## src/rtl/seg7_pkg.sv

```systemverilog
// Shared definitions for the multiplexed seven-segment scan driver:
// display mode encoding, blank glyph, converter widths and the hex glyph table.
package seg7_pkg;

    localparam logic [2:0] MODE_HEX  = 3'd0;
    localparam logic [2:0] MODE_CI   = 3'd1;
    localparam logic [2:0] MODE_CR   = 3'd2;
    localparam logic [2:0] MODE_CJ   = 3'd3;
    localparam logic [2:0] MODE_CCLK = 3'd4;

    // All segments off (segments are active-low)
    localparam logic [6:0] SEG_BLANK = 7'h7F;

    localparam int BIN_W = 11;
    localparam int BCD_W = 16;

    // Nibble to active-low {g,f,e,d,c,b,a} pattern
    function automatic logic [6:0] hex2seg(input logic [3:0] val);
        logic [6:0] pat;
        case (val)
            4'h0:    pat = 7'b1000000;
            4'h1:    pat = 7'b1111001;
            4'h2:    pat = 7'b0100100;
            4'h3:    pat = 7'b0110000;
            4'h4:    pat = 7'b0011001;
            4'h5:    pat = 7'b0010010;
            4'h6:    pat = 7'b0000010;
            4'h7:    pat = 7'b1111000;
            4'h8:    pat = 7'b0000000;
            4'h9:    pat = 7'b0010000;
            4'hA:    pat = 7'b0001000;
            4'hB:    pat = 7'b0000011;
            4'hC:    pat = 7'b1000110;
            4'hD:    pat = 7'b0100001;
            4'hE:    pat = 7'b0000110;
            default: pat = 7'b0001110;
        endcase
        return pat;
    endfunction

endpackage

```

## src/rtl/bin2bcd.sv

```systemverilog
// Sequential double-dabble converter: 11-bit binary to four BCD digits.
// One add-3/shift iteration per cycle; done is a one-cycle pulse 12 cycles
// after start. A start pulse always (re)starts the conversion.
module bin2bcd
    import seg7_pkg::*;
(
    input  logic             clk,
    input  logic             reset,
    input  logic             start,
    input  logic [BIN_W-1:0] bin,
    output logic             done,
    output logic [BCD_W-1:0] bcd
);

    localparam logic [1:0] S_IDLE  = 2'd0;
    localparam logic [1:0] S_SHIFT = 2'd1;
    localparam logic [1:0] S_DONE  = 2'd2;

    logic [1:0]       state_reg;
    logic [BIN_W-1:0] bin_reg;
    logic [BCD_W-1:0] bcd_reg;
    logic [3:0]       iter_reg;
    logic [11:0]      adj_low;

    // Add-3 correction for the three low digits; the thousands digit never
    // exceeds 1 before the final shift (max input 2047), so it needs none.
    generate
        for (genvar gi = 0; gi < 3; gi++) begin : g_adj
            assign adj_low[4*gi +: 4] = (bcd_reg[4*gi +: 4] >= 4'd5) ?
                                        bcd_reg[4*gi +: 4] + 4'd3 :
                                        bcd_reg[4*gi +: 4];
        end
    endgenerate

    // Conversion FSM: IDLE -> SHIFT (11 iterations) -> DONE -> IDLE
    always_ff @(posedge clk or negedge reset) begin
        if (!reset) begin
            state_reg <= S_IDLE;
            bin_reg   <= '0;
            bcd_reg   <= '0;
            iter_reg  <= '0;
        end else if (start) begin
            state_reg <= S_SHIFT;
            bin_reg   <= bin;
            bcd_reg   <= '0;
            iter_reg  <= '0;
        end else begin
            case (state_reg)
                S_SHIFT: begin
                    bcd_reg  <= {bcd_reg[14:12], adj_low, bin_reg[BIN_W-1]};
                    bin_reg  <= {bin_reg[BIN_W-2:0], 1'b0};
                    iter_reg <= iter_reg + 4'd1;
                    if (iter_reg == 4'd10) begin
                        state_reg <= S_DONE;
                    end
                end
                default: state_reg <= S_IDLE;
            endcase
        end
    end

    assign done = (state_reg == S_DONE);
    assign bcd  = bcd_reg;

endmodule

```

## src/rtl/seg7_scan_display.sv

```systemverilog
// 8-digit multiplexed seven-segment driver for the CPU observation outputs.
// Shows the syscall word in hex or one of four statistics counters in decimal,
// chosen by a mode button. Optional feature macro: LEADING_ZERO_BLANK_EN
// (blank zero digits above the most significant non-zero digit).
module seg7_scan_display
    import seg7_pkg::*;
#(
    parameter int SCAN_DIV = 100000
) (
    input  logic        clk,
    input  logic        reset,
    input  logic [31:0] hex_in,
    input  logic [10:0] cnt_i,
    input  logic [10:0] cnt_r,
    input  logic [10:0] cnt_j,
    input  logic [10:0] cnt_clk,
    input  logic        mode_btn,
    output logic [7:0]  an,
    output logic [6:0]  seg,
    output logic        dp
);

    localparam int               CNT_W     = $clog2(SCAN_DIV);
    localparam logic [CNT_W-1:0] SCAN_LAST = CNT_W'(SCAN_DIV - 1);

    logic             btn_meta_reg, btn_sync_reg, btn_prev_reg;
    logic             btn_rise;
    logic [2:0]       mode_reg;
    logic [CNT_W-1:0] scan_cnt_reg;
    logic [2:0]       idx_reg;
    logic             frame_start;
    logic [31:0]      src_word;
    logic [31:0]      snap_reg;
    logic             disp_hex_reg;
    logic [15:0]      bcd_reg;
    logic             conv_done;
    logic [15:0]      conv_bcd;
    logic [3:0]       digit_val;
    logic             digit_blank;
    logic [7:0]       an_reg;
    logic [6:0]       seg_reg;
    logic             dp_reg;

    // Button synchronizer plus edge-detect history flop
    always_ff @(posedge clk or negedge reset) begin
        if (!reset) begin
            btn_meta_reg <= 1'b0;
            btn_sync_reg <= 1'b0;
            btn_prev_reg <= 1'b0;
        end else begin
            btn_meta_reg <= mode_btn;
            btn_sync_reg <= btn_meta_reg;
            btn_prev_reg <= btn_sync_reg;
        end
    end

    assign btn_rise = btn_sync_reg & ~btn_prev_reg;

    // Mode advances once per button press, wrapping after the clock counter
    always_ff @(posedge clk or negedge reset) begin
        if (!reset) begin
            mode_reg <= MODE_HEX;
        end else if (btn_rise) begin
            mode_reg <= (mode_reg == MODE_CCLK) ? MODE_HEX : mode_reg + 3'd1;
        end
    end

    // Digit slot timer and digit index
    always_ff @(posedge clk or negedge reset) begin
        if (!reset) begin
            scan_cnt_reg <= '0;
            idx_reg      <= '0;
        end else if (scan_cnt_reg == SCAN_LAST) begin
            scan_cnt_reg <= '0;
            idx_reg      <= idx_reg + 3'd1;
        end else begin
            scan_cnt_reg <= scan_cnt_reg + 1'b1;
        end
    end

    assign frame_start = (idx_reg == 3'd0) && (scan_cnt_reg == '0);

    // Source selected by the current mode, counters zero-extended
    always_comb begin
        src_word = hex_in;
        case (mode_reg)
            MODE_CI:   src_word = {21'd0, cnt_i};
            MODE_CR:   src_word = {21'd0, cnt_r};
            MODE_CJ:   src_word = {21'd0, cnt_j};
            MODE_CCLK: src_word = {21'd0, cnt_clk};
            default:   src_word = hex_in;
        endcase
    end

    // Freeze the source and its radix for a whole frame so digits stay coherent
    always_ff @(posedge clk or negedge reset) begin
        if (!reset) begin
            snap_reg     <= '0;
            disp_hex_reg <= 1'b1;
        end else if (frame_start) begin
            snap_reg     <= src_word;
            disp_hex_reg <= (mode_reg == MODE_HEX);
        end
    end

    bin2bcd u_bin2bcd (
        .clk   (clk),
        .reset (reset),
        .start (frame_start),
        .bin   (src_word[10:0]),
        .done  (conv_done),
        .bcd   (conv_bcd)
    );

    // Decimal digits update only when a conversion completes
    always_ff @(posedge clk or negedge reset) begin
        if (!reset) begin
            bcd_reg <= '0;
        end else if (conv_done) begin
            bcd_reg <= conv_bcd;
        end
    end

`ifdef LEADING_ZERO_BLANK_EN
    logic [7:0] hex_upper_zero;
    logic [3:0] bcd_upper_zero;

    // Per-position flag: this digit and everything above it are zero
    generate
        for (genvar gi = 0; gi < 8; gi++) begin : g_hex_lz
            assign hex_upper_zero[gi] = ((snap_reg >> (4 * gi)) == 32'd0);
        end
        for (genvar gi = 0; gi < 4; gi++) begin : g_bcd_lz
            assign bcd_upper_zero[gi] = ((bcd_reg >> (4 * gi)) == 16'd0);
        end
    endgenerate
`endif

    // Digit value and blanking for the slot currently being scanned
    always_comb begin
        digit_val   = 4'd0;
        digit_blank = 1'b0;
        if (disp_hex_reg) begin
            digit_val = snap_reg[{idx_reg, 2'b00} +: 4];
`ifdef LEADING_ZERO_BLANK_EN
            digit_blank = (idx_reg != 3'd0) && hex_upper_zero[idx_reg];
`endif
        end else begin
            digit_val   = bcd_reg[{idx_reg[1:0], 2'b00} +: 4];
            digit_blank = idx_reg[2];
`ifdef LEADING_ZERO_BLANK_EN
            digit_blank = idx_reg[2] ||
                          ((idx_reg != 3'd0) && bcd_upper_zero[idx_reg[1:0]]);
`endif
        end
    end

    // Registered pin drivers; dp marks the digit whose position equals the mode
    always_ff @(posedge clk or negedge reset) begin
        if (!reset) begin
            an_reg  <= 8'hFF;
            seg_reg <= SEG_BLANK;
            dp_reg  <= 1'b1;
        end else begin
            an_reg  <= ~(8'd1 << idx_reg);
            seg_reg <= digit_blank ? SEG_BLANK : hex2seg(digit_val);
            dp_reg  <= (idx_reg != mode_reg);
        end
    end

    assign an  = an_reg;
    assign seg = seg_reg;
    assign dp  = dp_reg;

endmodule

```

## config.mk

```make
export PLATFORM = sky130hd
export DESIGN_NAME = seg7_scan_display
export DESIGN_NICKNAME = d
export VERILOG_FILES = /design/src/rtl/seg7_pkg.sv /design/src/rtl/bin2bcd.sv /design/src/rtl/seg7_scan_display.sv
export SDC_FILE = /design/constraint.sdc
export NUM_CORES = 1
export LEC_CHECK = 0
export BUFFER_PORTS_ARGS = -buffer_cell sky130_fd_sc_hd__buf_2
export CELL_PAD_IN_SITES_DETAIL_PLACEMENT = 0
export CELL_PAD_IN_SITES_GLOBAL_PLACEMENT = 1
export CORE_MARGIN = 8
export CORE_UTILIZATION = 48
export CTS_CLUSTER_DIAMETER = 200
export DETAILED_ROUTE_END_ITERATION = 16
export GPL_TIMING_DRIVEN = 0
export PLACE_DENSITY_LB_ADDON = 0.1
export RECOVER_POWER = 50
export SYNTH_ARGS = -nofsm -noshare
export SYNTH_HDL_FRONTEND = slang
export SYNTH_HIERARCHICAL = 1
export SYNTH_SLANG_ARGS = --single-unit
```

## constraint.sdc

```tcl
create_clock -name clk -period 6.6 [get_ports clk]
set_clock_uncertainty 0.15 [all_clocks]
set_input_delay 0.33 -clock clk [delete_from_list [all_inputs] [get_ports clk]]
set_output_delay 0.33 -clock clk [all_outputs]
set_load 0.05 [all_outputs]
```

Yosys cells after proc, flatten, opt, wreduce, memory -nomap -nowiden
Memory sizes are Yosys's and may differ from the RTL's.
Index checks and enable logic that the tools add are counted.
- register bits after elaboration: 124
- bits in read-only memories: 112
- logic and storage cells: 66
- memories kept: 1
- memory list (memory ; words ; bits a word ; rd ports ; clocked after memory_dff ; wr ports ; line ; text):
    (no name shown) ; 16 ; 7 ; 1 ; 0 ; 0 ; seg7_pkg.sv:20 ; case (val)
- add/sub/neg operators: 7
- order comparisons: 3
- equal/unequal tests: 10
- shift operators: 3
- mux-type cells: 18
- bitwise operators: 3
- reduce and logical (&&, ||, !) cells: 5
- operators by type and width (kind ; number):
    case mux 32 bit (4 select lines) ; 1
    two-way mux 16 bit ; 2
    variable part select 32 x 6 -> 4 bit ; 1
    two-way mux 4 bit ; 6
    two-way mux 11 bit ; 2
    adder 17 x 1 -> 17 bit (second input constant) ; 1
    equality test 17 bit (second input constant) ; 1
    zero test 17 bit ; 1
    two-way mux 17 bit ; 1
    variable part select 16 x 5 -> 4 bit ; 1
    adder 4 x 2 -> 4 bit (second input constant) ; 3
    >= comparator 4 x 3 -> 1 bit (second input constant) ; 3
    NOT 8 bit ; 1
    << shifter 1 x 3 -> 8 bit (first input constant) ; 1
    two-way mux 7 bit ; 1
    adder 3 x 1 -> 3 bit (second input constant) ; 2
    equality test 3 x 2 -> 1 bit (second input constant) ; 2
    zero test 3 bit ; 2
    two-way mux 2 bit ; 3
    adder 4 x 1 -> 4 bit (second input constant) ; 1
    equality test 4 bit (second input constant) ; 1
    equality test 3 x 1 -> 1 bit (second input constant) ; 1
    equality test 3 bit (second input constant) ; 1
    two-way mux 3 bit ; 1
    other kinds (9) ; 9

Logic depth before layout (Yosys ltp)
Gate-level depths: netlist of run 1.
- depth after elaboration: 4
- depth in mapped cells: 12

Modules after synthesis
Netlist of run 1, hierarchy kept.
- modules (own cells, without submodules) (module ; times used ; cells each ; area each (um^2) ; seq. area each (um^2)):
    seg7_scan_display ; 1 ; 444 ; 4748.3 ; 2298.5
    bin2bcd ; 1 ; 187 ; 1790.5 ; 825.8

Worst setup path before layout of run 1
Ideal clock, no wire load.
- path kind: reg-to-reg
- start point: reg idx_reg[0]
- end point: reg u_bin2bcd.bcd_reg[12] (netlist: u_bin2bcd/bcd[12])
- library setup time: 0.120 ns
- data arrival time: 2.519 ns
- required time: 6.330 ns
- setup slack: 3.811 ns
- cell stages (with the launch flop): 13
- clock period less this slack: 2.789 ns
- cells stage by stage: dfrtp_1 > buf_6 > buf_8 > inv_1 > ha_1 > nand2_1 > nor3b_1 > and4b_1 > clkbuf_1 > buf_2 > buf_2 > nor2_1 > a31o_2
- word-level cells in the longest chain between the ends: 3
- RTL lines (what ; line ; text):
    start: declaration ; seg7_scan_display.sv:30 ; logic [2:0] idx_reg;
    start signal: assignment ; seg7_scan_display.sv:75 ; idx_reg <= idx_reg + 3'd1;
    zero test 3 bit (*) ; seg7_scan_display.sv:81 ; assign frame_start = (idx_reg == 3'd0) && (scan_cnt_reg == '0);
    logical AND 1 bit (*) ; seg7_scan_display.sv:81 ;
    via frame_start ; seg7_scan_display.sv:31 ; logic frame_start;
    two-way mux 16 bit or nonzero test 2 bit (tied branches) ; n/a ;
    end signal: assignment ; bin2bcd.sv:50 ; bcd_reg <= {bcd_reg[14:12], adj_low, bin_reg[BIN_W-1]};
    end: declaration ; bin2bcd.sv:21 ; logic [BCD_W-1:0] bcd_reg;
The timed path passes the listed nets; every way through them passes the cells marked *.
A chain may end at the register's enable or synchronous reset.

Worst setup path in the final report of run 1
- start point: reg idx_reg[0]
- end point: reg u_bin2bcd.bcd_reg[11] (netlist: u_bin2bcd/bcd[11])
Same word-level chain as after synthesis.

==> impl.org, run 1 <==
** Outcome
- Outcome :: finished with violations
- The checks that failed: capacitance limit, slew limit.

** Synthesis
- Register area share after synthesis :: 47.8%
- Synthesis inferred 124 register bits.
- Cell Area, Synth :: 6540 um2
- Number of instances in the synthesized netlist :: 631
- Per-instance average area after synthesis :: 10.4 um2
- Counting flops with a built-in enable in the synthesized netlist gives 0.
- Yosys mapped the design onto 60 distinct sky130hd cell types.
- In the synthesized netlist the async set-or-reset flop fraction comes to 100%.
- Counting every net in the synthesized netlist gives 737.
- Top flip-flop cell by instance count after synthesis :: sky130_fd_sc_hd__dfrtp_1
- The Yosys step of the flow raised 6 warnings.

** Clock network
- Clock network latency to the later pin of the worst-skew pair :: 0.42 ns
- Clock Sinks :: 124
- CTS tree :: yes
- Root buffer cell :: sky130_fd_sc_hd__clkbuf_16
- Clock edge transition at the registers on the reported setup and hold paths :: 0.05 ns
- In this run, CTS created clock tree buffers numbering 17.
- No sink is reached through more buffers than the 2 on the longest clock path.
- The clock tree synthesis step divided the H-tree into 4 levels.
- Setup fix buffers added after clock tree synthesis :: 0

** Finish
- In the final layout, the share of cells above drive strength 1 is 26.3%.
- Registers take 3120 um2.
- Diodes inserted :: 0
- Layout overhead on the synthesized area :: 23.1%
- In the layout the commonest cells are 107 x sky130_fd_sc_hd__dfrtp_1, 102 x sky130_fd_sc_hd__buf_2, 101 x sky130_fd_sc_hd__nand2_1.
- In the final layout, the multi-input gates occupy 3110 um2.
- The register with the most flip-flops in the layout has 32 of them.
- For this run, the post-layout net count is 871.
- The library cell used most frequently in the layout, excluding fill and tap cells, is sky130_fd_sc_hd__dfrtp_1.
- Filler cell count :: 1,135

** Drt
- DR top layer :: met4
- DRT iter0 DRCs :: 364
- In the detailed route, the total length drawn on met3 is 796 um.
- Total routed wirelength :: 16,600 um
- Number of routed nets with antenna violations :: 0
- Met2 Wirelength :: 8250 um
- TritonRoute pass-1 iters :: 5
- Remaining DRCs :: 0
- Sum of routed wire segments on met1 :: 7330 um
- WL/cell :: 17.5 um
- Via density per instance :: 5.44
- The routed layout has 5,194 vias.

** Run
- Number of max-capacitance violations reported :: 2

** Floorplan
- I/O pin cnt :: 95
- The die covers 17,600 um2.
- Chip height :: 133 um
- Core footprint :: 13,300 um2
- In this run the horizontal extent of the chip is 133 um.
- Starting density of the core :: 49.2%
- The initialized floorplan defines 42 standard-cell rows.

** STA
- Static timing analysis puts the maximum clock frequency at 231 MHz.
- Tmin final :: 4.33 ns
- Post-route fraction of the period consumed by the critical path :: 65.6%
- Adding up every negative setup slack in the final design gives 0 ns.
- Fin. max-slew vios :: 127
- Slew at the pin closest to its max-slew limit :: 2.40 ns
- Final hold analysis gives a worst-case slack of 0.00677 ns.
- Worst rel slew slack :: -59.7%
- Setup violations remaining at the end of the flow were counted as 0.
- The total count of hold-check failures in the final report was 0.
- RSZ-0062 raised after global routing :: no

** Power and ir drop
- NetSw :: 769 uW
- The internal portion of the total power is 1.74 mW.
- Net switching is 30.7% of the power.
- In this run, flip-flops and latches consume 36.3% of the power.
- Summed over all cells, the static leakage comes to 3.69 nW.
- The clock network is responsible for 39.3% of the overall power.
- In this run the power density over the cells is 311 nW/um2.
- Combinational cells account for 24.4% of the total power.
- IR Drop Worst-Case VDD :: 0.000176 V

** Min path
- Along the worst hold path, the cell count comes to 3.
- Class of the worst hold path :: in -> reg
- The worst hold path begins at hex_in[19].
- WHS Endpoint :: snap_reg[19]

** Placement
- Placer Congestion :: 0.829
- Number of buffers added on ports :: 94
- Placed wire-length estimate :: 12,400 um

** Setup path
- The worst setup path is launched from a flip-flop.
- Critical path start-end classification :: reg -> reg
- Required arrival time at the worst endpoint :: 6.74 ns
- The worst register-to-register path ends at u_bin2bcd/bcd[11].
- STA classifies the critical path endpoint as a flip-flop.
- Data on the critical path arrives at its endpoint at 4.48 ns.
- Reg2Reg Depth :: 12
- Start of the worst register-to-register path :: idx_reg[0]
- The setup check on the worst reg-to-reg path leaves a slack of 2.27 ns.
- Worst-path maximum fanout :: 17

** Global route
- Wire length of the first global-routing pass :: 28,000 um
- Entering global routing, the biggest net connects 81 pins.
- Antenna violations before repair :: 0
- Global router's overall resource usage :: 19.8%
- Total overflow reported by the global router :: 0
- Via count of the first global-routing pass :: 5,642
## timing repair
action	in CTS	in global routing
setup endpoints to repair	0	0
resized for setup	0	0
endpoints found under the hold margin	58	1
hold buffers	19	1
## worst max-delay path by stage
stage | cells past startpoint | slack (ns) | endpoint | start
finish | 12 | 2.27 | u_bin2bcd/bcd[11] | idx_reg[0]
global placement | 11 | 2.89 | u_bin2bcd/bin_reg[9] | idx_reg[1]
detailed placement | 11 | 2.84 | u_bin2bcd/bcd[11] | idx_reg[1]
CTS | 11 | 2.81 | u_bin2bcd/bin_reg[9] | idx_reg[1]
floorplan | 12 | 3.81 | u_bin2bcd/bcd[12] | idx_reg[0]
global route | 3 | 1.46 | snap_reg[28] | reset
## layout make-up
type,count,area share (%)
buffer,36,2.29
inverter,26,1.21
clock inverter,6,1.31
tap,176,2.74
clock buffer,26,6.58
sequential,124,38.8
timing repair buffer,115,8.38
multi-input combinational,445,38.7
## metrics by stage
stage / area (um2) / utilization (%) / setup WS (ns) / power, mW / cells
4_1_cts: 8090 / 60.8 / 2.81 / 2.52 / 953
3_5_place_dp: 7260 / 54.6 / 2.84 / 1.52 / 902
5_1_grt: 8050 / 60.5 / 1.46 / 2.64 / 954
2_1_floorplan: 6540 / - / 3.81 / 1.32 / 631
6_report: 8050 / 60.5 / 2.27 / 2.50 / 954
3_3_place_gp: 7230 / 54.4 / 2.89 / 1.50 / 901
## logic make-up (layout without fill, tap and decap cells)
kind of cell	count (synthesis)	count (layout)	share of synthesized area, %
adder cells (fa/ha/maj)	27	27	5.17
buffers and inverters	62	209	4.59
multiplexers	58	58	11.7
XOR/XNOR	21	21	2.93
AND/OR/NAND/NOR	232	232	16.4
flip-flops	124	124	47.8
AO/OA/AOI/OAI	107	107	11.5
## power by group through the flow
stage               sequential (mW)  combinational [mW]  clock, mW
finish                        0.910               0.611      0.984
global route                  0.921               0.683       1.04
CTS                           0.911               0.614      0.999
detailed placement            0.922               0.602          0
global placement              0.920               0.585          0
floorplan                     0.919               0.405          0
## synth_stat cells, types with 4 or more instances
library cell                  n  area (um2)
sky130_fd_sc_hd__nor2_1      42         158
sky130_fd_sc_hd__o21ai_0     27         135
sky130_fd_sc_hd__mux4_2       5         113
sky130_fd_sc_hd__nand3_1     38         190
sky130_fd_sc_hd__nor2b_1     10        62.6
sky130_fd_sc_hd__xnor2_1     12         105
sky130_fd_sc_hd__dfstp_2     17         447
sky130_fd_sc_hd__a31oi_1      6        37.5
sky130_fd_sc_hd__nand2b_1     7        43.8
sky130_fd_sc_hd__mux4_1       5         131
sky130_fd_sc_hd__xor2_1       8        70.1
sky130_fd_sc_hd__mux2_2      30         338
sky130_fd_sc_hd__o211ai_1     6        45.0
sky130_fd_sc_hd__dfrtp_1    107        2680
sky130_fd_sc_hd__a22oi_1     11        82.6
sky130_fd_sc_hd__mux2i_1     18         180
sky130_fd_sc_hd__nand2_1    101         379
sky130_fd_sc_hd__a21oi_1     21         105
sky130_fd_sc_hd__o2111ai_1    4        35.0
sky130_fd_sc_hd__or3_1       10        62.6
sky130_fd_sc_hd__and3_1       4        25.0
sky130_fd_sc_hd__inv_1       24        90.1
sky130_fd_sc_hd__a221oi_1     9        78.8
sky130_fd_sc_hd__buf_2        9        45.0
sky130_fd_sc_hd__buf_4        4        30.0
sky130_fd_sc_hd__clkbuf_1    15        56.3
sky130_fd_sc_hd__nor3_1       5        25.0
sky130_fd_sc_hd__buf_6        4        45.0
sky130_fd_sc_hd__ha_1        27         338
## worst max-delay path, cell delays in order, from the launching register on
cell	delay, ns
sky130_fd_sc_hd__dfrtp_1	0.40
sky130_fd_sc_hd__clkbuf_1	0.29
sky130_fd_sc_hd__clkbuf_1	0.48
sky130_fd_sc_hd__inv_1	0.26
sky130_fd_sc_hd__ha_1	0.22
sky130_fd_sc_hd__nand2_1	0.12
sky130_fd_sc_hd__nor3b_1	0.24
sky130_fd_sc_hd__and4b_1	0.38
sky130_fd_sc_hd__clkbuf_1	0.70
sky130_fd_sc_hd__buf_2	0.37
sky130_fd_sc_hd__buf_2	0.29
sky130_fd_sc_hd__buf_4	0.24
sky130_fd_sc_hd__a21oi_1	0.07
## per-layer routing
layer | up-vias | global-route usage [%]
met2 | 139 | 33.3
met5 | - | 0
li1 | 2479 | -
met1 | 2557 | 24.1
met3 | 19 | 5.03
met4 | 0 | 7.00
Note: power is estimated with default switching activity, not from simulation.
==> inputs of run 2 (changes only) <==
--- a/config.mk
+++ b/config.mk
@@ -9,7 +9,7 @@
 export CELL_PAD_IN_SITES_DETAIL_PLACEMENT = 0
 export CELL_PAD_IN_SITES_GLOBAL_PLACEMENT = 1
 export CORE_MARGIN = 8
-export CORE_UTILIZATION = 48
+export CORE_UTILIZATION = 45
 export CTS_CLUSTER_DIAMETER = 200
 export DETAILED_ROUTE_END_ITERATION = 16
 export GPL_TIMING_DRIVEN = 0
==> constraint.sdc (replaced) <==
create_clock -name clk -period 4.5 [get_ports clk]
set_clock_uncertainty 0.15 [all_clocks]
set_input_delay 0.225 -clock clk [delete_from_list [all_inputs] [get_ports clk]]
set_output_delay 0.225 -clock clk [all_outputs]
set_load 0.05 [all_outputs]
==> run 2 against run 1 <==
The run still ends with capacitance limit, slew limit left; total power grew 46%; via count is 1.4% lower; critical path depth shrank 1; register-to-register slack got worse by 1.7 ns.
==> impl.org, run 2 (synthesis results as in run 1) <==
** Outcome
- Outcome: finished with violations (unchanged).
- Violated checks :: capacitance limit, slew limit (unchanged)

** Global route
- The number of antenna violations at the first check in global routing was 0 (unchanged).
- The global routing usage summed across all routing layers is 18.4% (was 19.8%).
- The wire length of the first global-routing pass is 26,800 um (was 28,000 um).
- Largest net degree at the start of global routing :: 95 (was 81)
- The number of global-route vias before repair is 5,491 (was 5,642).
- Total overflow reported by the global router :: 0 (unchanged)

** STA
- RSZ-0062 raised after global routing: no (unchanged).
- Tmin final :: 3.92 ns (was 4.33 ns)
- Sum of negative setup slack :: 0 ns (unchanged)
- Final number of setup-violating endpoints :: 0 (unchanged)
- The share of the clock period used by the worst path is 87.1% (was 65.6%).
- The worst slew margin relative to its limit was -15.2% (was -59.7%).
- The transition time of the tightest slew-check pin came to 1.73 ns (was 2.40 ns).
- The achievable frequency was 255 MHz (was 231 MHz).
- Fin. max-slew vios :: 31 (was 127)
- Final number of hold-violating endpoints :: 0 (unchanged)

** Placement
- The quantity of I/O buffers inserted on ports was 94 (unchanged).
- Placed wire-length estimate :: 12,000 um (was 12,400 um)
- Placer Congestion :: 0.759 (was 0.829)
- The number of placed instances with taps included came to 910 (was 902).

** Clock network
- CTS tree :: yes (unchanged)
- The count of instances resized after the clock tree is built was 0 (unchanged).
- Clock network latency to the later pin of the worst-skew pair :: 0.41 ns (was 0.42 ns)
- Root buffer cell :: sky130_fd_sc_hd__clkbuf_16 (unchanged)
- The post-CTS setup-driven buffer insertion count is 0 (unchanged).
- Number of hold buffers added after CTS :: 23 (was 19)
- The CTS H-tree depth is 4 (unchanged).
- Max Buffers Root-to-Sink :: 2 (unchanged)
- Number of CTS-inserted buffers :: 17 (unchanged)
- Clock Sinks :: 124 (unchanged)
- The clock transition time at the flip-flop clock pins of the worst setup and hold paths is 0.05 ns (about the same).

** Drt
- The residual DRC count is 0 (unchanged).
- DRT iter0 DRCs :: 207 (was 364)
- Via density per instance :: 5.31 (was 5.44)
- Total routed wirelength :: 16,400 um (was 16,600 um)
- WL/cell :: 17.0 um (was 17.5 um)
- Number of routed nets with antenna violations :: 0 (unchanged)
- The total vias in the final route is 5,122 (was 5,194).
- The first-pass iteration count of the detailed router came to 5 (unchanged).

** Finish
- The area taken by multi-input logic gates is 3110 um2 (unchanged).
- The number of flip-flops in the largest register is 32 (unchanged).
- Top library cells by usage in the layout, fill and taps aside: 107 x sky130_fd_sc_hd__dfrtp_1, 102 x sky130_fd_sc_hd__buf_2, 101 x sky130_fd_sc_hd__nand2_1 (unchanged).
- Commonest non-fill, non-tap cell in the layout :: sky130_fd_sc_hd__dfrtp_1 (unchanged)
- The area growth from synthesis to final layout came to 23.9% (was 23.1%).
- The non-filler instance count after layout is 965 (was 954).
- Area used by sequential logic in the layout :: 3120 um2 (unchanged)
- The post-layout net count came to 874 (was 871).
- The share of post-route cells with drive strength above 1 was 26.0% (was 26.3%).
- The diode insertion count for antenna repair came to 0 (unchanged).
- Filler cell count :: 1,276 (was 1,135)

** Setup path
- The kind of start point of the critical path is a flip-flop (unchanged).
- The data arrival time at the worst-slack endpoint was 4.06 ns (was 4.48 ns).
- The data required time of the worst path came to 4.64 ns (was 6.74 ns).
- The element type at the critical path end was a flip-flop (unchanged).
- Critical path start-end classification :: reg -> reg (unchanged)
- Worst-path maximum fanout :: 17 (unchanged)

** Run
- The number of max-cap violations was 1 (was 2).

** Floorplan
- The core area came to 14,400 um2 (was 13,300 um2).
- The effective utilization at floorplan is 45.5% (was 49.2%).
- Die footprint :: 18,600 um2 (was 17,600 um2)
- Die Wd :: 137 um (was 133 um)
- Chip height :: 137 um (was 133 um)
- The top-level port count is 95 (unchanged).
- The placement row count is 44 (was 42).

** Min path
- The worst hold-check path type is in -> reg (unchanged).

** Power and ir drop
- The standby leakage power came to 3.69 nW (about the same).
- The power density over the cells was 450 nW/um2 (was 311 nW/um2).
- The maximum vdd ir drop came to 0.000269 V (was 0.000176 V).
==> run 2: changes by cell type in the layout (fill, tap and decap cells not counted) <==
cell and change:
sky130_fd_sc_hd__clkbuf_8 -6, sky130_fd_sc_hd__clkinvlp_4 +1, sky130_fd_sc_hd__buf_6 +1, sky130_fd_sc_hd__dlygate4sd3_1 +3, sky130_fd_sc_hd__buf_8 +1, sky130_fd_sc_hd__buf_16 +1, sky130_fd_sc_hd__clkbuf_2 -1, sky130_fd_sc_hd__clkbuf_1 +2
sky130_fd_sc_hd__bufinv_16 +1
==> run 2: stage by stage <==
step / utilization [%] / setup slack, ns / hold WS [ns] / cell area (um2) / total power [mW]
6_report: 56.4 / 0.582 / 0.0911 / 8100 / 3.65
2_1_floorplan: - / 1.71 / -0.221 / 6540 / 1.94
3_3_place_gp: 50.4 / 0.677 / 0.186 / 7240 / 2.22
5_1_grt: 56.4 / 0.363 / 0.120 / 8100 / 3.86
3_5_place_dp: 50.6 / 0.626 / -0.0229 / 7270 / 2.25
4_1_cts: 56.4 / 0.577 / 0.0828 / 8110 / 3.69
==> run 2: area by class of cell <==
type                       count  share of cell area (%)
timing repair buffer         118                    8.97
clock inverter                 8                    1.76
tap                          184                    2.84
sequential                   124                    38.6
multi-input combinational    445                    38.4
buffer                        36                    2.50
inverter                      26                    1.20
clock buffer                  24                    5.70
==> run 2: critical path, cell delays in order, from the launching register on <==
cell	delay, ns
sky130_fd_sc_hd__dfrtp_1	0.48
sky130_fd_sc_hd__buf_2	0.27
sky130_fd_sc_hd__inv_1	0.19
sky130_fd_sc_hd__ha_1	0.20
sky130_fd_sc_hd__nand2_1	0.19
sky130_fd_sc_hd__nor3b_1	0.29
sky130_fd_sc_hd__and4b_1	0.40
sky130_fd_sc_hd__clkbuf_1	0.67
sky130_fd_sc_hd__buf_2	0.37
sky130_fd_sc_hd__buf_2	0.30
sky130_fd_sc_hd__buf_4	0.23
sky130_fd_sc_hd__a21oi_1	0.06
==> run 2: worst paths after layout <==
| kind | startpoint | cells after the start | slack (ns) | to |
|---|---|---|---|---|
| max in group asynchronous | reset | 3 | 2.33 | disp_hex_reg |
| worst min-delay path | hex_in[5] | 5 | 0.09 | u_bin2bcd/bin_reg[5] |
| worst max register to register | idx_reg[1] | 11 | 0.58 | u_bin2bcd/iter_reg[3] |
| worst max-delay path | idx_reg[1] | 11 | 0.58 | u_bin2bcd/iter_reg[3] |
| min in group asynchronous | reset | 2 | 0.66 | idx_reg[1] |
| worst min register to register | btn_meta_reg | 0 | 0.20 | btn_sync_reg |
==> run 2: routing by layer <==
metal  share of wire, %  wire length [um]  up-vias  GRT usage [%]
met5                  0                 0        -              0
met4                1.5               248        0           6.47
met3                5.0               816       18           5.40
met2                 49              7970      137           30.5
met1                 45              7340     2470           22.4
li1                   -                 -     2497              -
==> run 2: power breakdown <==
part	total [mW]	internal, mW	leakage (nW)	switching, mW
clock	1.41	0.938	0.292	0.469
sequential	1.33	1.24	1.53	0.0985
combinational	0.904	0.342	1.87	0.562
==> inputs of run 3 (changes only) <==
--- a/config.mk
+++ b/config.mk
@@ -5,11 +5,12 @@
 export SDC_FILE = /design/constraint.sdc
 export NUM_CORES = 1
 export LEC_CHECK = 0
+export ABC_AREA = 1
 export BUFFER_PORTS_ARGS = -buffer_cell sky130_fd_sc_hd__buf_2
 export CELL_PAD_IN_SITES_DETAIL_PLACEMENT = 0
 export CELL_PAD_IN_SITES_GLOBAL_PLACEMENT = 1
 export CORE_MARGIN = 8
-export CORE_UTILIZATION = 45
+export CORE_UTILIZATION = 42
 export CTS_CLUSTER_DIAMETER = 200
 export DETAILED_ROUTE_END_ITERATION = 16
 export GPL_TIMING_DRIVEN = 0
==> run 3 against run 2 <==
The run still ends with capacitance limit, slew limit left; non-clock buffer count down 5; maximum frequency grew 12%; global-route usage up 0.41 points; register-to-register slack improved by 0.41 ns; flip-flop and latch count unchanged; utilization decreased by 3.5 points; area after synthesis increased by 2.5%; combinational power grew 2%; total power increased by 3.2%; first-iteration DRC count increased by 64%; critical path depth is 3 higher; synthesized cell count rose by 38%; largest cell class unchanged.
==> impl.org, run 3 <==
** Power and ir drop
- Power share of the sequential group :: 36.5% (was 36.6%)
- The fraction of power consumed by combinational cells came to 24.5% (was 24.8%).
- The standby leakage power is 4.12 nW (was 3.69 nW).
- Sw Share :: 33.3% (was 31.0%)
- Power density relative to cell area :: 451 nW/um2 (was 450 nW/um2)
- The net switching power was 1.25 mW (was 1.13 mW).
- The cell-internal power is 2.51 mW (was 2.52 mW).
- The clock network power share was 39.0% (was 38.6%).
- Overall power :: 3.76 mW (was 3.65 mW)
- IR Drop Worst-Case VDD :: 0.000275 V (was 0.000269 V)

** Synthesis
- The area of the mapped netlist was 6700 um2 (was 6540 um2).
- Most used standard cells in the synthesized netlist: 289 x sky130_fd_sc_hd__nand2_1, 107 x sky130_fd_sc_hd__dfrtp_1, 101 x sky130_fd_sc_hd__inv_1, 100 x sky130_fd_sc_hd__nand3_1, 46 x sky130_fd_sc_hd__nor2_1 (was 107 x sky130_fd_sc_hd__dfrtp_1, 101 x sky130_fd_sc_hd__nand2_1, 42 x sky130_fd_sc_hd__nor2_1, 38 x sky130_fd_sc_hd__nand3_1, 30 x sky130_fd_sc_hd__mux2_2).
- Number of instances in the synthesized netlist :: 872 (was 631)
- The post-synthesis sequential area ratio came to 46.6% (was 47.8%).
- The predominant post-synthesis flop cell was sky130_fd_sc_hd__dfrtp_1 (unchanged).
- The count of cell types in the netlist was 32 (was 60).
- The area share of the largest cell type after synthesis came to 39.9% (was 40.9%).
- Count of warnings emitted by yosys :: 6 (unchanged)
- Top cells by area in the synthesized netlist :: sky130_fd_sc_hd__dfrtp_1 40%, sky130_fd_sc_hd__nand2_1 16%, sky130_fd_sc_hd__nand3_1 7.5% (was sky130_fd_sc_hd__dfrtp_1 41%, sky130_fd_sc_hd__dfstp_2 6.8%, sky130_fd_sc_hd__nand2_1 5.8%)
- The async set-reset flop share out of synthesis is 100% (unchanged).
- EDFF count, synth :: 0 (unchanged)
- The largest area contributor in the synthesized netlist was sky130_fd_sc_hd__dfrtp_1 (unchanged).
- Per-instance average area after synthesis :: 7.69 um2 (was 10.4 um2)
- Synth Net Count :: 978 (was 737)
- The number of storage elements in the synthesis netlist was 124 (unchanged).
- Most frequent cell after synthesis :: sky130_fd_sc_hd__nand2_1 (was sky130_fd_sc_hd__dfrtp_1)

** Setup path
- Crit path arrival time :: 3.66 ns (was 4.06 ns)
- Reg2Reg Depth :: 14 (was 11)
- The category of cells accounting for the largest share of critical-path delay is buffers and inverters (unchanged).
- The kind of start point of the critical path is a flip-flop (unchanged).
- The data required time of the worst path is 4.65 ns (was 4.64 ns).
- Most repeated library cell on the critical path :: sky130_fd_sc_hd__inv_1 (was sky130_fd_sc_hd__buf_2)
- Worst-path maximum fanout :: 14 (was 17)
- Start of the worst register-to-register path :: idx_reg[0] (was idx_reg[1])
- Cell-by-cell listing of the critical path: inv_1 > clkbuf_1 > ha_1 > inv_1 > nor2_1 > nand4_1 > nor4_4 > buf_2 > inv_2 > nand2_8 > inv_4 > buf_6 > nand2_1 > nand3_1 (was buf_2 > inv_1 > ha_1 > nand2_1 > nor3b_1 > and4b_1 > clkbuf_1 > buf_2 > buf_2 > buf_4 > a21oi_1).
- The critical-path cell with the highest stage delay is sky130_fd_sc_hd__clkbuf_1 (unchanged).
- The element type at the critical path end is a flip-flop (unchanged).
- The minimum setup slack among reg-to-reg paths was 0.99 ns (was 0.58 ns).
- The critical path's largest stage delay was 0.50 ns (was 0.67 ns).
- The endpoint of the most critical register-to-register path is u_bin2bcd/bin_reg[9] (was u_bin2bcd/iter_reg[3]).
- Critical path start-end classification :: reg -> reg (unchanged)
- The number of buffers and inverters on the critical path was 7 (was 6).

** Finish
- Net total in the final layout :: 1,116 (was 874)
- The diode insertion count for antenna repair is 0 (unchanged).
- Commonest non-fill, non-tap cell in the layout :: sky130_fd_sc_hd__nand2_1 (was sky130_fd_sc_hd__dfrtp_1)
- Fraction of layout cells with a size suffix above 1 :: 17.3% (was 26.0%)
- Number of standard cells in the final layout excluding fillers :: 1,239 (was 965)
- Top library cells by usage in the layout, fill and taps aside: 289 x sky130_fd_sc_hd__nand2_1, 107 x sky130_fd_sc_hd__buf_2, 107 x sky130_fd_sc_hd__dfrtp_1 (was 107 x sky130_fd_sc_hd__dfrtp_1, 102 x sky130_fd_sc_hd__buf_2, 101 x sky130_fd_sc_hd__nand2_1).
- The area growth from synthesis to final layout is 24.5% (was 23.9%).
- Flip-flop count of the largest register, all copies and words added :: 32 (unchanged)

** Clock network
- Clock edge transition at the registers on the reported setup and hold paths :: 0.06 ns (was 0.05 ns)
- H-tree depth reported by CTS :: 4 (unchanged)
- Clock Sinks :: 124 (unchanged)
- The clock insertion delay at the later pin of the skew report is 0.42 ns (was 0.41 ns).
- Setup fix buffers added after clock tree synthesis :: 0 (unchanged)
- Number of CTS-inserted buffers :: 17 (unchanged)
- Number of gates resized after CTS :: 0 (unchanged)
- CTS tree :: yes (unchanged)
- The number of buffers between clock root and the deepest sink came to 2 (unchanged).
- Root buffer cell :: sky130_fd_sc_hd__clkbuf_16 (unchanged)

** Floorplan
- The core area was 15,800 um2 (was 14,400 um2).
- Starting density of the core :: 42.5% (was 45.5%)
- Die footprint :: 20,300 um2 (was 18,600 um2)
- The die width came to 142 um (was 137 um).
- Chip height :: 142 um (was 137 um)
- The top-level port count is 95 (unchanged).
- The placement row count was 46 (was 44).

** Placement
- Number of placed instances with taps included :: 1,183 (was 910)
- Placed wire-length estimate :: 13,600 um (was 12,000 um)
- Number of buffers added on ports :: 94 (unchanged)
- The placer congestion estimate was 0.842 (was 0.759).

** Min path
- The number of cells traversed by the worst hold path came to 5 (unchanged).
- Class of the worst hold path :: in -> reg (unchanged)
- WHS Endpoint :: snap_reg[2] (was u_bin2bcd/bin_reg[5])
- Hold Crit Start :: hex_in[2] (was hex_in[5])

** Drt
- Number of routed nets with antenna violations :: 0 (unchanged)
- Via density per instance :: 4.85 (was 5.31)
- The first-pass iteration count of the detailed router came to 6 (was 5).
- WL/cell :: 14.8 um (was 17.0 um)
- Routed via count :: 6,014 (was 5,122)
- Remaining DRCs :: 0 (unchanged)
- DRT iter0 DRCs :: 339 (was 207)
- Total routed wirelength :: 18,300 um (was 16,400 um)

** Global route
- Via count of the first global-routing pass :: 5,954 (was 5,491)
- The maximum number of pins on one net before global-route repair is 74 (was 95).
- Antenna violations before repair :: 0 (unchanged)
- Global router's overall resource usage :: 18.8% (was 18.4%)
- Total overflow reported by the global router :: 0 (unchanged)
- Wire length of the first global-routing pass :: 30,000 um (was 26,800 um)

** Run
- Number of max-capacitance violations reported :: 1 (unchanged)

** Outcome
- Violated checks: capacitance limit, slew limit (unchanged).
- Outcome :: finished with violations (unchanged)

** STA
- The final number of max-transition violations came to 52 (was 31).
- RSZ-0062 raised after global routing :: no (unchanged)
- The summed negative setup slack over all endpoints is 0 ns (unchanged).
- Final number of setup-violating endpoints :: 0 (unchanged)
- Tmin final :: 3.51 ns (was 3.92 ns)
- Final number of hold-violating endpoints :: 0 (unchanged)
- The hold slack came to 0.0174 ns (was 0.0911 ns).
- The worst slew margin relative to its limit came to -94.9% (was -15.2%).
- The share of the clock period used by the worst path is 77.9% (was 87.1%).
- The transition time of the tightest slew-check pin was 2.92 ns (was 1.73 ns).
- Maximum operating frequency :: 285 MHz (was 255 MHz)
[run 3: cell count changes after synthesis, moves of 19 or more]
cell / before / now
sky130_fd_sc_hd__nand2_1: 101 / 289
sky130_fd_sc_hd__inv_1: 24 / 101
sky130_fd_sc_hd__nand3_1: 38 / 100
sky130_fd_sc_hd__mux2_2: 30 / 8
sky130_fd_sc_hd__nand4_1: 1 / 22
sky130_fd_sc_hd__o21ai_1: 2 / 21
[run 3: through the flow]
stage | utilization (%) | area, um2 | setup slack (ns)
floorplan | - | 6700 | 1.98
global placement | 47.2 | 7440 | 1.10
detailed placement | 47.4 | 7480 | 1.07
CTS | 53.0 | 8350 | 1.06
global route | 52.9 | 8340 | 0.757
finish | 52.9 | 8340 | 0.993
[run 3: timing repair]
action / CTS / global route
endpoints found under the setup margin: 0 / 0
hold endpoints to repair: 75 / 0
hold buffers: 24 / 0
[run 3: cell type report]
| cell class | instances | area [um2] |
|---|---|---|
| fill | 1575 | 7430 |
| sequential | 124 | 3120 |
| multi-input combinational | 613 | 3040 |
| timing repair buffer | 119 | 737 |
| clock buffer | 18 | 439 |
| inverter | 105 | 397 |
| tap | 216 | 270 |
| clock inverter | 14 | 195 |
| buffer | 30 | 145 |
[run 3: how the worst max path moves through the flow]
stage	from	endpoint	slack (ns)	depth (start not counted)
3_5_place_dp	idx_reg[1]	u_bin2bcd/bin_reg[7]	1.07	14
4_1_cts	idx_reg[1]	u_bin2bcd/bin_reg[9]	1.06	14
6_report	idx_reg[0]	u_bin2bcd/bin_reg[9]	0.99	14
2_1_floorplan	idx_reg[1]	u_bin2bcd/bin_reg[7]	1.98	14
3_3_place_gp	idx_reg[1]	u_bin2bcd/bin_reg[8]	1.10	14
5_1_grt	idx_reg[0]	u_bin2bcd/bcd[9]	0.76	14
[run 3: kinds of logic (layout without fill, tap and decap cells)]
| kind of cell | count (synthesis) | after routing | synth area share (%) |
|---|---|---|---|
| flip-flops | 124 | 124 | 46.6 |
| AO/OA/AOI/OAI | 95 | 95 | 7.33 |
| AND/OR/NAND/NOR | 473 | 473 | 30.3 |
| multiplexers | 8 | 8 | 1.34 |
| adder cells (fa/ha/maj) | 27 | 27 | 5.04 |
| XOR/XNOR | 10 | 10 | 1.31 |
| buffers and inverters | 135 | 286 | 8.10 |
[run 3: routing by layer]
metal / GRT usage, % / wire [um] / vias to the layer above
met5: 0 / 0 / -
met3: 5.03 / 1090 / 13
li1: - / - / 3080
met4: 4.42 / 129 / 0
met1: 25.2 / 8750 / 2755
met2: 29.8 / 8350 / 166
[run 3: worst min-delay path: stages]
cell	delay, ns
sky130_fd_sc_hd__buf_2	0.07
sky130_fd_sc_hd__nand2_1	0.04
sky130_fd_sc_hd__nand2_1	0.09
sky130_fd_sc_hd__nand2_1	0.06
sky130_fd_sc_hd__o21ai_1	0.06
[run 3: power by group through the flow]
stage / sequential, mW / clock, mW / combinational (mW)
floorplan: 1.39 / 0 / 0.611
global placement: 1.39 / 0 / 0.905
detailed placement: 1.39 / 0 / 0.909
CTS: 1.37 / 1.49 / 0.930
global route: 1.39 / 1.54 / 1.06
finish: 1.37 / 1.47 / 0.922
